==> src/rtl/index_interp_pkg.sv <==
// Shared definitions for the table-interpolation correction block:
// FSM encoding, table base bits, step shifts, clamp and saturation limits.
package index_interp_pkg;

  localparam int DATA_W = 16;

  typedef enum logic [3:0] {
    ST_IDLE   = 4'd0,
    ST_R_A0   = 4'd1,
    ST_R_A1   = 4'd2,
    ST_R_WAIT = 4'd3,
    ST_R_MUL  = 4'd4,
    ST_R_ACC  = 4'd5,
    ST_P_A0   = 4'd6,
    ST_P_A1   = 4'd7,
    ST_P_WAIT = 4'd8,
    ST_P_MUL  = 4'd9,
    ST_P_ACC  = 4'd10,
    ST_OUT    = 4'd11
  } state_t;

  // Upper address bit selects the rise or pulse half of the table RAM
  localparam logic RISE_BASE  = 1'b0;
  localparam logic PULSE_BASE = 1'b1;

  // Step = 1 << shift
  localparam logic [2:0] RISE_SHIFT_NARROW  = 3'd6;
  localparam logic [2:0] PULSE_SHIFT_NARROW = 3'd5;
  localparam logic [2:0] SHIFT_WIDE         = 3'd7;

  // Highest index whose neighbour (idx+1) is still inside an 11-bit table half
  localparam logic [10:0] IDX_MAX = 11'h7FE;

  localparam int signed SAT_MAX = 32767;
  localparam int signed SAT_MIN = -32768;

  // Residual must stay strictly below the step
  function automatic logic [15:0] clamp_rem(input logic [15:0] rem, input logic [2:0] shift);
    logic [15:0] step;
    step = 16'd1 << shift;
    return (rem >= step) ? (step - 16'd1) : rem;
  endfunction

  function automatic logic [10:0] clamp_idx(input logic [15:0] idx);
    return (idx > {5'd0, IDX_MAX}) ? IDX_MAX : idx[10:0];
  endfunction

endpackage

==> src/rtl/lin_interp.sv <==
// One-dimensional linear interpolation between two table entries:
// interp = e0 + ((e1 - e0) * remain >>> shift). The product is registered
// so the multiply and the final add sit in separate FSM cycles.
module lin_interp
  import index_interp_pkg::*;
(
  input  logic                     i_clk_50m,
  input  logic                     i_rst_n,
  input  logic                     i_mul_en,
  input  logic signed [DATA_W-1:0] i_e0,
  input  logic signed [DATA_W-1:0] i_e1,
  input  logic        [15:0]       i_remain,
  input  logic        [2:0]        i_shift,
  output logic signed [17:0]       o_interp
);

  logic signed [16:0] w_diff;
  logic signed [32:0] w_prod;
  logic signed [32:0] r_prod_p0;
  logic signed [32:0] w_scaled;

  assign w_diff = $signed({i_e1[15], i_e1}) - $signed({i_e0[15], i_e0});
  assign w_prod = $signed({{16{w_diff[16]}}, w_diff}) * $signed({17'd0, i_remain});

  // Product register, loaded in the *_MUL cycle
  always_ff @(posedge i_clk_50m or negedge i_rst_n) begin
    if (!i_rst_n)
      r_prod_p0 <= '0;
    else if (i_mul_en)
      r_prod_p0 <= w_prod;
  end

  // --- stage p1: scale by the step and add back the base entry ---
  assign w_scaled = r_prod_p0 >>> i_shift;
  assign o_interp = $signed({{2{i_e0[15]}}, i_e0}) + $signed(w_scaled[17:0]);

endmodule

==> src/rtl/index_interp.sv <==
// Index interpolation correction: on a done-flag edge, reads two neighbouring
// entries from the rise and pulse tables, interpolates each by its residual,
// and emits the saturated sum as a one-cycle result strobe.
module index_interp
  import index_interp_pkg::*;
(
  input  logic                     i_clk_50m,
  input  logic                     i_rst_n,
  input  logic        [3:0]        i_index_flag,
  input  logic        [15:0]       i_rise_index,
  input  logic        [15:0]       i_rise_remain,
  input  logic        [15:0]       i_pulse_index,
  input  logic        [15:0]       i_pulse_remain,
  output logic                     o_rd_en,
  output logic        [11:0]       o_rd_addr,
  input  logic signed [DATA_W-1:0] i_rd_data,
  output logic                     o_comp_valid,
  output logic signed [DATA_W-1:0] o_comp_value,
  output logic                     o_comp_err
);

  state_t r_state;
  state_t w_next;

  logic r_flag3_d;
  logic r_armed;
  logic r_go;
  logic w_trig;

  logic        r_err;
  logic [2:0]  r_rshift;
  logic [2:0]  r_pshift;
  logic [10:0] r_ridx;
  logic [10:0] r_pidx;
  logic [15:0] r_rrem;
  logic [15:0] r_prem;

  logic signed [DATA_W-1:0] r_e0;
  logic signed [DATA_W-1:0] r_e1;
  logic signed [17:0]       r_rise_val;
  logic signed [17:0]       r_pulse_val;
  logic signed [17:0]       w_interp;
  logic signed [18:0]       w_sum;

  logic        w_pulse_phase;
  logic        w_mul_en;
  logic [2:0]  w_shift;
  logic [15:0] w_rem;
  logic        w_rd_en_nxt;
  logic [11:0] w_rd_addr_nxt;

  function automatic logic signed [DATA_W-1:0] sat16(input logic signed [18:0] v);
    if (v > SAT_MAX)
      return SAT_MAX[15:0];
    else if (v < SAT_MIN)
      return SAT_MIN[15:0];
    else
      return v[15:0];
  endfunction

  // A job may only start from IDLE, once the flag has been seen low after reset
  assign w_trig = (r_state == ST_IDLE) & ~r_go & r_armed
                & i_index_flag[3] & ~r_flag3_d;

  // Edge detector, post-reset arming and the start cycle of a valid job
  always_ff @(posedge i_clk_50m or negedge i_rst_n) begin
    if (!i_rst_n) begin
      r_flag3_d <= 1'b0;
      r_armed   <= 1'b0;
      r_go      <= 1'b0;
    end else begin
      r_flag3_d <= i_index_flag[3];
      r_armed   <= r_armed | ~i_index_flag[3];
      r_go      <= w_trig & ~i_index_flag[0];
    end
  end

  // Latch the job parameters on the trigger edge, already clamped to the step/table
  always_ff @(posedge i_clk_50m or negedge i_rst_n) begin
    if (!i_rst_n) begin
      r_err    <= 1'b0;
      r_rshift <= '0;
      r_pshift <= '0;
      r_ridx   <= '0;
      r_pidx   <= '0;
      r_rrem   <= '0;
      r_prem   <= '0;
    end else if (w_trig) begin
      r_err    <= i_index_flag[0];
      r_rshift <= i_index_flag[2] ? SHIFT_WIDE : RISE_SHIFT_NARROW;
      r_pshift <= i_index_flag[1] ? SHIFT_WIDE : PULSE_SHIFT_NARROW;
      r_ridx   <= clamp_idx(i_rise_index);
      r_pidx   <= clamp_idx(i_pulse_index);
      r_rrem   <= clamp_rem(i_rise_remain,
                            i_index_flag[2] ? SHIFT_WIDE : RISE_SHIFT_NARROW);
      r_prem   <= clamp_rem(i_pulse_remain,
                            i_index_flag[1] ? SHIFT_WIDE : PULSE_SHIFT_NARROW);
    end
  end

  // State register
  always_ff @(posedge i_clk_50m or negedge i_rst_n) begin
    if (!i_rst_n)
      r_state <= ST_IDLE;
    else
      r_state <= w_next;
  end

  // Next-state: fixed one-cycle walk through the rise then pulse phases
  always_comb begin
    w_next = r_state;
    case (r_state)
      ST_IDLE: begin
        if (r_go)
          w_next = ST_R_A0;
        else if (w_trig & i_index_flag[0])
          w_next = ST_OUT;
      end
      ST_R_A0:   w_next = ST_R_A1;
      ST_R_A1:   w_next = ST_R_WAIT;
      ST_R_WAIT: w_next = ST_R_MUL;
      ST_R_MUL:  w_next = ST_R_ACC;
      ST_R_ACC:  w_next = ST_P_A0;
      ST_P_A0:   w_next = ST_P_A1;
      ST_P_A1:   w_next = ST_P_WAIT;
      ST_P_WAIT: w_next = ST_P_MUL;
      ST_P_MUL:  w_next = ST_P_ACC;
      ST_P_ACC:  w_next = ST_OUT;
      ST_OUT:    w_next = ST_IDLE;
      default:   w_next = ST_IDLE;
    endcase
  end

  // Read strobe/address for the upcoming state, so they are registered outputs
  always_comb begin
    w_rd_en_nxt   = 1'b0;
    w_rd_addr_nxt = o_rd_addr;
    case (w_next)
      ST_R_A0: begin
        w_rd_en_nxt   = 1'b1;
        w_rd_addr_nxt = {RISE_BASE, r_ridx};
      end
      ST_R_A1: begin
        w_rd_en_nxt   = 1'b1;
        w_rd_addr_nxt = {RISE_BASE, r_ridx + 11'd1};
      end
      ST_P_A0: begin
        w_rd_en_nxt   = 1'b1;
        w_rd_addr_nxt = {PULSE_BASE, r_pidx};
      end
      ST_P_A1: begin
        w_rd_en_nxt   = 1'b1;
        w_rd_addr_nxt = {PULSE_BASE, r_pidx + 11'd1};
      end
      default: ;
    endcase
  end

  // RAM interface registers; address holds whenever the strobe is low
  always_ff @(posedge i_clk_50m or negedge i_rst_n) begin
    if (!i_rst_n) begin
      o_rd_en   <= 1'b0;
      o_rd_addr <= '0;
    end else begin
      o_rd_en <= w_rd_en_nxt;
      if (w_rd_en_nxt)
        o_rd_addr <= w_rd_addr_nxt;
    end
  end

  // Entries arrive one cycle after their read; capture e0, e1, then the phase result
  always_ff @(posedge i_clk_50m or negedge i_rst_n) begin
    if (!i_rst_n) begin
      r_e0        <= '0;
      r_e1        <= '0;
      r_rise_val  <= '0;
      r_pulse_val <= '0;
    end else begin
      case (r_state)
        ST_R_A1, ST_P_A1:     r_e0        <= i_rd_data;
        ST_R_WAIT, ST_P_WAIT: r_e1        <= i_rd_data;
        ST_R_ACC:             r_rise_val  <= w_interp;
        ST_P_ACC:             r_pulse_val <= w_interp;
        default: ;
      endcase
    end
  end

  // One interpolator serves both phases; the phase picks residual and shift
  assign w_pulse_phase = (r_state == ST_P_MUL) | (r_state == ST_P_ACC);
  assign w_mul_en      = (r_state == ST_R_MUL) | (r_state == ST_P_MUL);
  assign w_shift       = w_pulse_phase ? r_pshift : r_rshift;
  assign w_rem         = w_pulse_phase ? r_prem   : r_rrem;

  lin_interp u_lin_interp (
    .i_clk_50m (i_clk_50m),
    .i_rst_n   (i_rst_n),
    .i_mul_en  (w_mul_en),
    .i_e0      (r_e0),
    .i_e1      (r_e1),
    .i_remain  (w_rem),
    .i_shift   (w_shift),
    .o_interp  (w_interp)
  );

  assign w_sum = $signed({r_rise_val[17], r_rise_val}) + $signed({r_pulse_val[17], r_pulse_val});

  // Result strobe and held result, updated only when OUT is reached
  always_ff @(posedge i_clk_50m or negedge i_rst_n) begin
    if (!i_rst_n) begin
      o_comp_valid <= 1'b0;
      o_comp_value <= '0;
      o_comp_err   <= 1'b0;
    end else begin
      o_comp_valid <= (r_state == ST_OUT);
      if (r_state == ST_OUT) begin
        o_comp_err   <= r_err;
        o_comp_value <= r_err ? '0 : sat16(w_sum);
      end
    end
  end

endmodule

==> config.mk <==
export PLATFORM = sky130hd
export DESIGN_NAME = index_interp
export DESIGN_NICKNAME = d
export VERILOG_FILES = /design/src/rtl/index_interp_pkg.sv /design/src/rtl/lin_interp.sv /design/src/rtl/index_interp.sv
export SDC_FILE = /design/constraint.sdc
export NUM_CORES = 1
export LEC_CHECK = 0
export ABC_AREA = 1
export BUFFER_PORTS_ARGS = -buffer_cell sky130_fd_sc_hd__buf_2
export CORE_ASPECT_RATIO = 1.75
export CORE_MARGIN = 2
export CORE_UTILIZATION = 55
export DETAILED_ROUTE_END_ITERATION = 6
export PLACE_DENSITY = 0.73
export SLEW_MARGIN = 0
export SYNTH_ARGS = -nofsm -noshare
export SYNTH_HDL_FRONTEND = slang
export SYNTH_SLANG_ARGS = --single-unit
==> constraint.sdc <==
create_clock -name i_clk_50m -period 8.8 [get_ports i_clk_50m]
set_clock_uncertainty 0.2 [all_clocks]
set_input_delay 0 -clock i_clk_50m [delete_from_list [all_inputs] [get_ports i_clk_50m]]
set_output_delay 0 -clock i_clk_50m [all_outputs]
set_load 0.02 [all_outputs]
Word-level counts from Yosys, hierarchy flattened
Cells that the tools add are included.
- equality and inequality tests: 15
- bitwise logic cells: 13
- $add $sub $neg: 7
- muxes and demuxes: 16
- shifts and indexed selects: 3
- multipliers: 1
- magnitude comparators: 6
- reductions and logical operators: 6
- operators by type and width (kind ; number):
    2-to-1 mux 16 bit ; 6
    one-hot mux 12 bit (4 select lines) ; 1
    one-hot mux 4 bit (11 select lines) ; 1
    multiplier 17 x 17 -> 33 bit ; 1
    >>> shifter 33 x 3 -> 18 bit ; 1
    greater-or-equal comparator 16 bit ; 2
    > comparator 16 x 11 -> 1 bit (second input constant) ; 2
    << shifter 1 x 3 -> 16 bit (first input constant) ; 2
    subtractor 16 x 1 -> 16 bit (second input constant) ; 2
    == test 4 x 3 -> 1 bit (second input constant) ; 6
    adder 11 x 1 -> 11 bit (second input constant) ; 2
    2-to-1 mux 11 bit ; 2
    adder 18 x 18 -> 19 bit ; 1
    > comparator 19 x 16 -> 1 bit (second input constant) ; 1
    less-than comparator 19 x 16 -> 1 bit (second input constant) ; 1
    adder 16 x 18 -> 18 bit ; 1
    subtractor 16 x 16 -> 17 bit ; 1
    == test 4 bit (second input constant) ; 4
    == test 4 x 2 -> 1 bit (second input constant) ; 3
    == test 4 x 1 -> 1 bit (second input constant) ; 2
    2-to-1 mux 4 bit ; 2
    bitwise AND 1 bit ; 6
    logical NOT 4 bit ; 1
    NOT 1 bit ; 4
    other kinds (8) ; 12
- output and inout port bits: 31
- word-level logic and storage cells: 88
- flip-flop bits (word level): 200

Depth between registers and ports, before layout
- word-level depth: 13
- gate-level depth with buffers: 40
- depth with buffers taken out: 39

By module
From an unflattened synthesis, not the netlist that was laid out.
- cells, all modules: 2625
- area total of the unflattened synthesis: 19815.3 µm²
- modules (own cells, without submodules) (module ; area each (µm²) ; times used ; cells an instance):
    lin_interp ; 11488.5 ; 1 ; 1614
    index_interp ; 8326.7 ; 1 ; 1011

Worst setup path before layout
No wires, ideal clock.
- path kind: register to register
- start point: register r_e0[0]
- end point: register u_lin_interp.r_prod_p0[22]
- setup slack: 1.729 ns
- library setup time: 0.130 ns
- period minus slack after synthesis: 7.071 ns
- data arrival time: 6.741 ns
- stages on the path, launching flop included: 32
- required time: 8.470 ns
- buffers on the path: 1
- cell sequence: dfrtp_1 > ha_1 > fa_1 > inv_1 > nand3_1 > nand2_1 > nand2_1 > nand2_1 > or2_2 > nand2_1 > inv_1 > clkbuf_1 > nand2_1 > fa_1 > fa_1 > fa_1 > inv_1 > fa_1 > inv_1 > fa_1 > fa_1 > inv_1 > ha_1 > nand2_1 > nor4_1 > a21oi_1 > o21ai_0 > a31oi_1 > o21ai_0 > nand2_1 > nand2_1 > o22ai_1
- longest elaborated chain between the ends: 2
- ends and longest elaborated chain (item ; RTL line ; source):
    start, declared ; index_interp.sv:38 ; logic signed [DATA_W-1:0] r_e0;
    start signal, assigned ; index_interp.sv:180 ; ST_R_A1, ST_P_A1: r_e0 <= i_rd_data;
    subtractor 16 x 16 -> 17 bit ; lin_interp.sv:22 ; assign w_diff = $signed({i_e1[15], i_e1}) - $signed({i_e0[15], i_e0});
    multiplier 17 x 17 -> 33 bit ; lin_interp.sv:23 ; assign w_prod = $signed({{16{w_diff[16]}}, w_diff}) * $signed({17'd0, i_remain});
    end signal, assigned ; lin_interp.sv:30 ; r_prod_p0 <= w_prod;
    end, declared ; lin_interp.sv:19 ; logic signed [32:0] r_prod_p0;
No other way between the ends.
A chain may end at the register's enable or synchronous reset.

Worst setup path in the final report
- start point: register r_e0[9]
- end point: register u_lin_interp.r_prod_p0[24]
Same word-level chain as after synthesis.

==> results.sh <==
export IMPL_antenna_found_initial=0
export IMPL_dp_hpwl_um=47500
export IMPL_wirelength_um=60200
export IMPL_fin_tns_setup_ns=0
export IMPL_rsz0062_at_grt="false"
export IMPL_fin_ws_ns=0.824
export IMPL_final_hold_violation_count=0
export IMPL_cp_slowest_cell="fa_1"
export IMPL_yosysTopAreaCellShare=0.246
export IMPL_timing_rr_end="u_lin_interp.r_prod_p0[24]"
export IMPL_drtIter0Drc=1139
export IMPL_postCtsSetupRepairBufs=0
export IMPL_numCtsBuffers=17
export IMPL_ys_warn_count=0
export IMPL_core_mm2=0.0345
export IMPL_critPathCapture="u_lin_interp.r_prod_p0[24]"
export IMPL_overflow=0
export IMPL_gp_congestion=1.08
export IMPL_routed_via_count=17400
export IMPL_grt_max_degree=130
export IMPL_clk_pin_slew_ns=0.08
export IMPL_startpoint="r_e0[9]"
export IMPL_cts_root_buf="clkbuf_16"
export IMPL_cap_violations=0
export IMPL_clkSinkCount=189
export IMPL_final_util=0.635
export IMPL_finalCriticalPeriod_ns=7.98
export IMPL_cts_buffer_depth=2
export IMPL_dr_pass1_iters=5
export IMPL_outcome="finished clean"
export IMPL_synth_area_top_cells="dfrtp_1, fa_1, nand2_1"
export IMPL_avgSynthCellArea_um2=7.74
export IMPL_grt_usage=0.340
export IMPL_die_w_um=145
export IMPL_yosysTopAreaCell="dfrtp_1"
export IMPL_r2r_start="r_e0[9]"
export IMPL_drive_gt1_frac=0.0862
export IMPL_max_freq_mhz=125
export IMPL_fp_row_count=90
export IMPL_grt_pass1_vias=18500
export IMPL_async_flop_share=1.00
export IMPL_max_stage_delay_ns=0.68
export IMPL_cp_start_kind="flop"
export IMPL_area_delta_synth_final_pct=13.7
export IMPL_wl_per_cell_um=19.1
export IMPL_relSlewSlack=0.257
export IMPL_worstSetupPathType="reg -> reg"
export IMPL_synth_edf_count=0
export IMPL_ys_types=58
export IMPL_dp_worst_setup_slack_ns=0.900
export IMPL_ff2ff_path_depth=31
export IMPL_cts_tree="done"
export IMPL_arrival_ns=8.13
export IMPL_ioPinCount=117
export IMPL_crit_fanout=9
export IMPL_period_share=0.906
export IMPL_seq_area_frac_synth=0.246
export IMPL_syn_area_mm2=0.0193
export IMPL_slew_viol_final=0
export IMPL_via_per_inst=5.52
export IMPL_dieArea_mm2=0.0366
export IMPL_numPortBuffers=116
export IMPL_path_common_cell="inv_1"
export IMPL_cts_htree_levels=4
export IMPL_synthFlopType="dfrtp_1"
export IMPL_syn_inst=2487
export IMPL_ys_seq_elements=189
export IMPL_hold_class="in -> async"
export IMPL_setup_violations=0
export IMPL_nets=3093
export IMPL_r2r_slack_ns=0.82
export IMPL_fp_dieH_um=252
export IMPL_syn_num_nets=2901
export IMPL_drc=0
export IMPL_synth_most_common_cell="nand2_1"
export IMPL_grt_first_pass_wirelength_um=95600
export IMPL_clkLatencyLatePin_ns=0.47
export IMPL_cp_end_kind="flop"
export IMPL_ant_nets=0
export IMPL_start_util=0.559
export IMPL_cp_required_ns=8.95
export IMPL_worst_slew_pin_slew_ns=1.11
export IMPL_synthTopCellsByCount="nand2_1, inv_1, nor2_1"
[metrics by stage]
stage / hold WS, ns / cell area, µm² / cells
2_1_floorplan: -0.496 / 19300 / 2487
6_report: 0.0239 / 21900 / 3153
4_1_cts: 0.00171 / 21900 / 3152
3_3_place_gp: -0.0587 / 20300 / 3023
5_1_grt: 0.0883 / 21900 / 3152
3_5_place_dp: -0.0514 / 20300 / 3023
[worst min-delay path by stage]
stage,start,endpoint,slack (ns),cells past startpoint
2_1_floorplan,i_rst_n,o_comp_err,-0.50,0
3_3_place_gp,i_index_flag[3],r_flag3_d,-0.06,1
3_5_place_dp,i_index_flag[3],r_flag3_d,-0.05,1
4_1_cts,i_rise_remain[8],r_rrem[3],0.002,6
5_1_grt,i_index_flag[3],r_flag3_d,0.09,2
6_report,i_rst_n,o_rd_addr[7],0.02,2
[critical path, delay by kind of cell (launching register included)]
kind                       cells  cell delay, ns
and+or+nand+nor               14            2.11
DFF                            1            0.57
xor gates and xnor gates       1            0.19
buffers and inverters          8            0.83
adders and majority gates      8            3.97
[per-layer routing]
| metal | vias up | wire length, µm | global-route usage |
|---|---|---|---|
| li1 | 8064 | - | - |
| met1 | 8260 | 19000 | 0.318 |
| met2 | 729 | 30900 | 0.617 |
| met3 | 338 | 2840 | 0.0472 |
| met4 | 0 | 7490 | 0.346 |
| met5 | - | 0 | 0 |
[flip-flops by register name, summed over array words and instances, names as in the netlist, 4 cells and up]
register                cells
r_e1                       16
o_rd_addr                  12
r_rise_val                 18
r_prem                     16
r_pidx                     11
r_state                     4
r_ridx                     11
r_e0                       16
o_comp_value               16
u_lin_interp.r_prod_p0     25
r_rrem                     16
r_pulse_val                18
[final cells by class]
| type | instances | area, µm² |
|---|---|---|
| multi-input cells | 1717 | 12300 |
| well taps | 460 | 576 |
| inverters | 518 | 1950 |
| diodes | 1 | 2.50 |
| fillers | 3040 | 12600 |
| repair buffers | 236 | 1730 |
| flip-flops and latches | 189 | 4730 |
| clock inverters | 15 | 169 |
| clock buffers | 17 | 425 |
[cells by family (layout without fill, tap and decap cells)]
kind of cell,Yosys count,after routing,synth area share
other cells,0,1,0
fa+ha+maj,328,328,0.293
flops,189,189,0.246
buf+inv,581,786,0.115
xor+xnor,57,57,0.0259
simple gates,934,934,0.198
mux,23,23,0.0129
compound gates,375,375,0.110
[cells in the final DEF (no fill, tap or decap), drive strengths merged, types with 15 or more instances in the layout]
master,n
nand2,585
xnor2,27
fa,204
buf,138
nand3,81
o21bai,17
dlygate4sd3,97
inv,518
xor2,30
o21ai,215
a21oi,79
clkbuf,18
nor2,210
dfrtp,189
nor3,17
a31oi,15
ha,124
mux2,15
[what timing repair did]
action | CTS | global route
hold buffers | 97 | 0
hold endpoints to repair | 207 | 0
gates resized for setup | 0 | 0
Power is not shown: default switching activity piles up to over one toggle a cycle in this logic, so the estimate is an artifact.
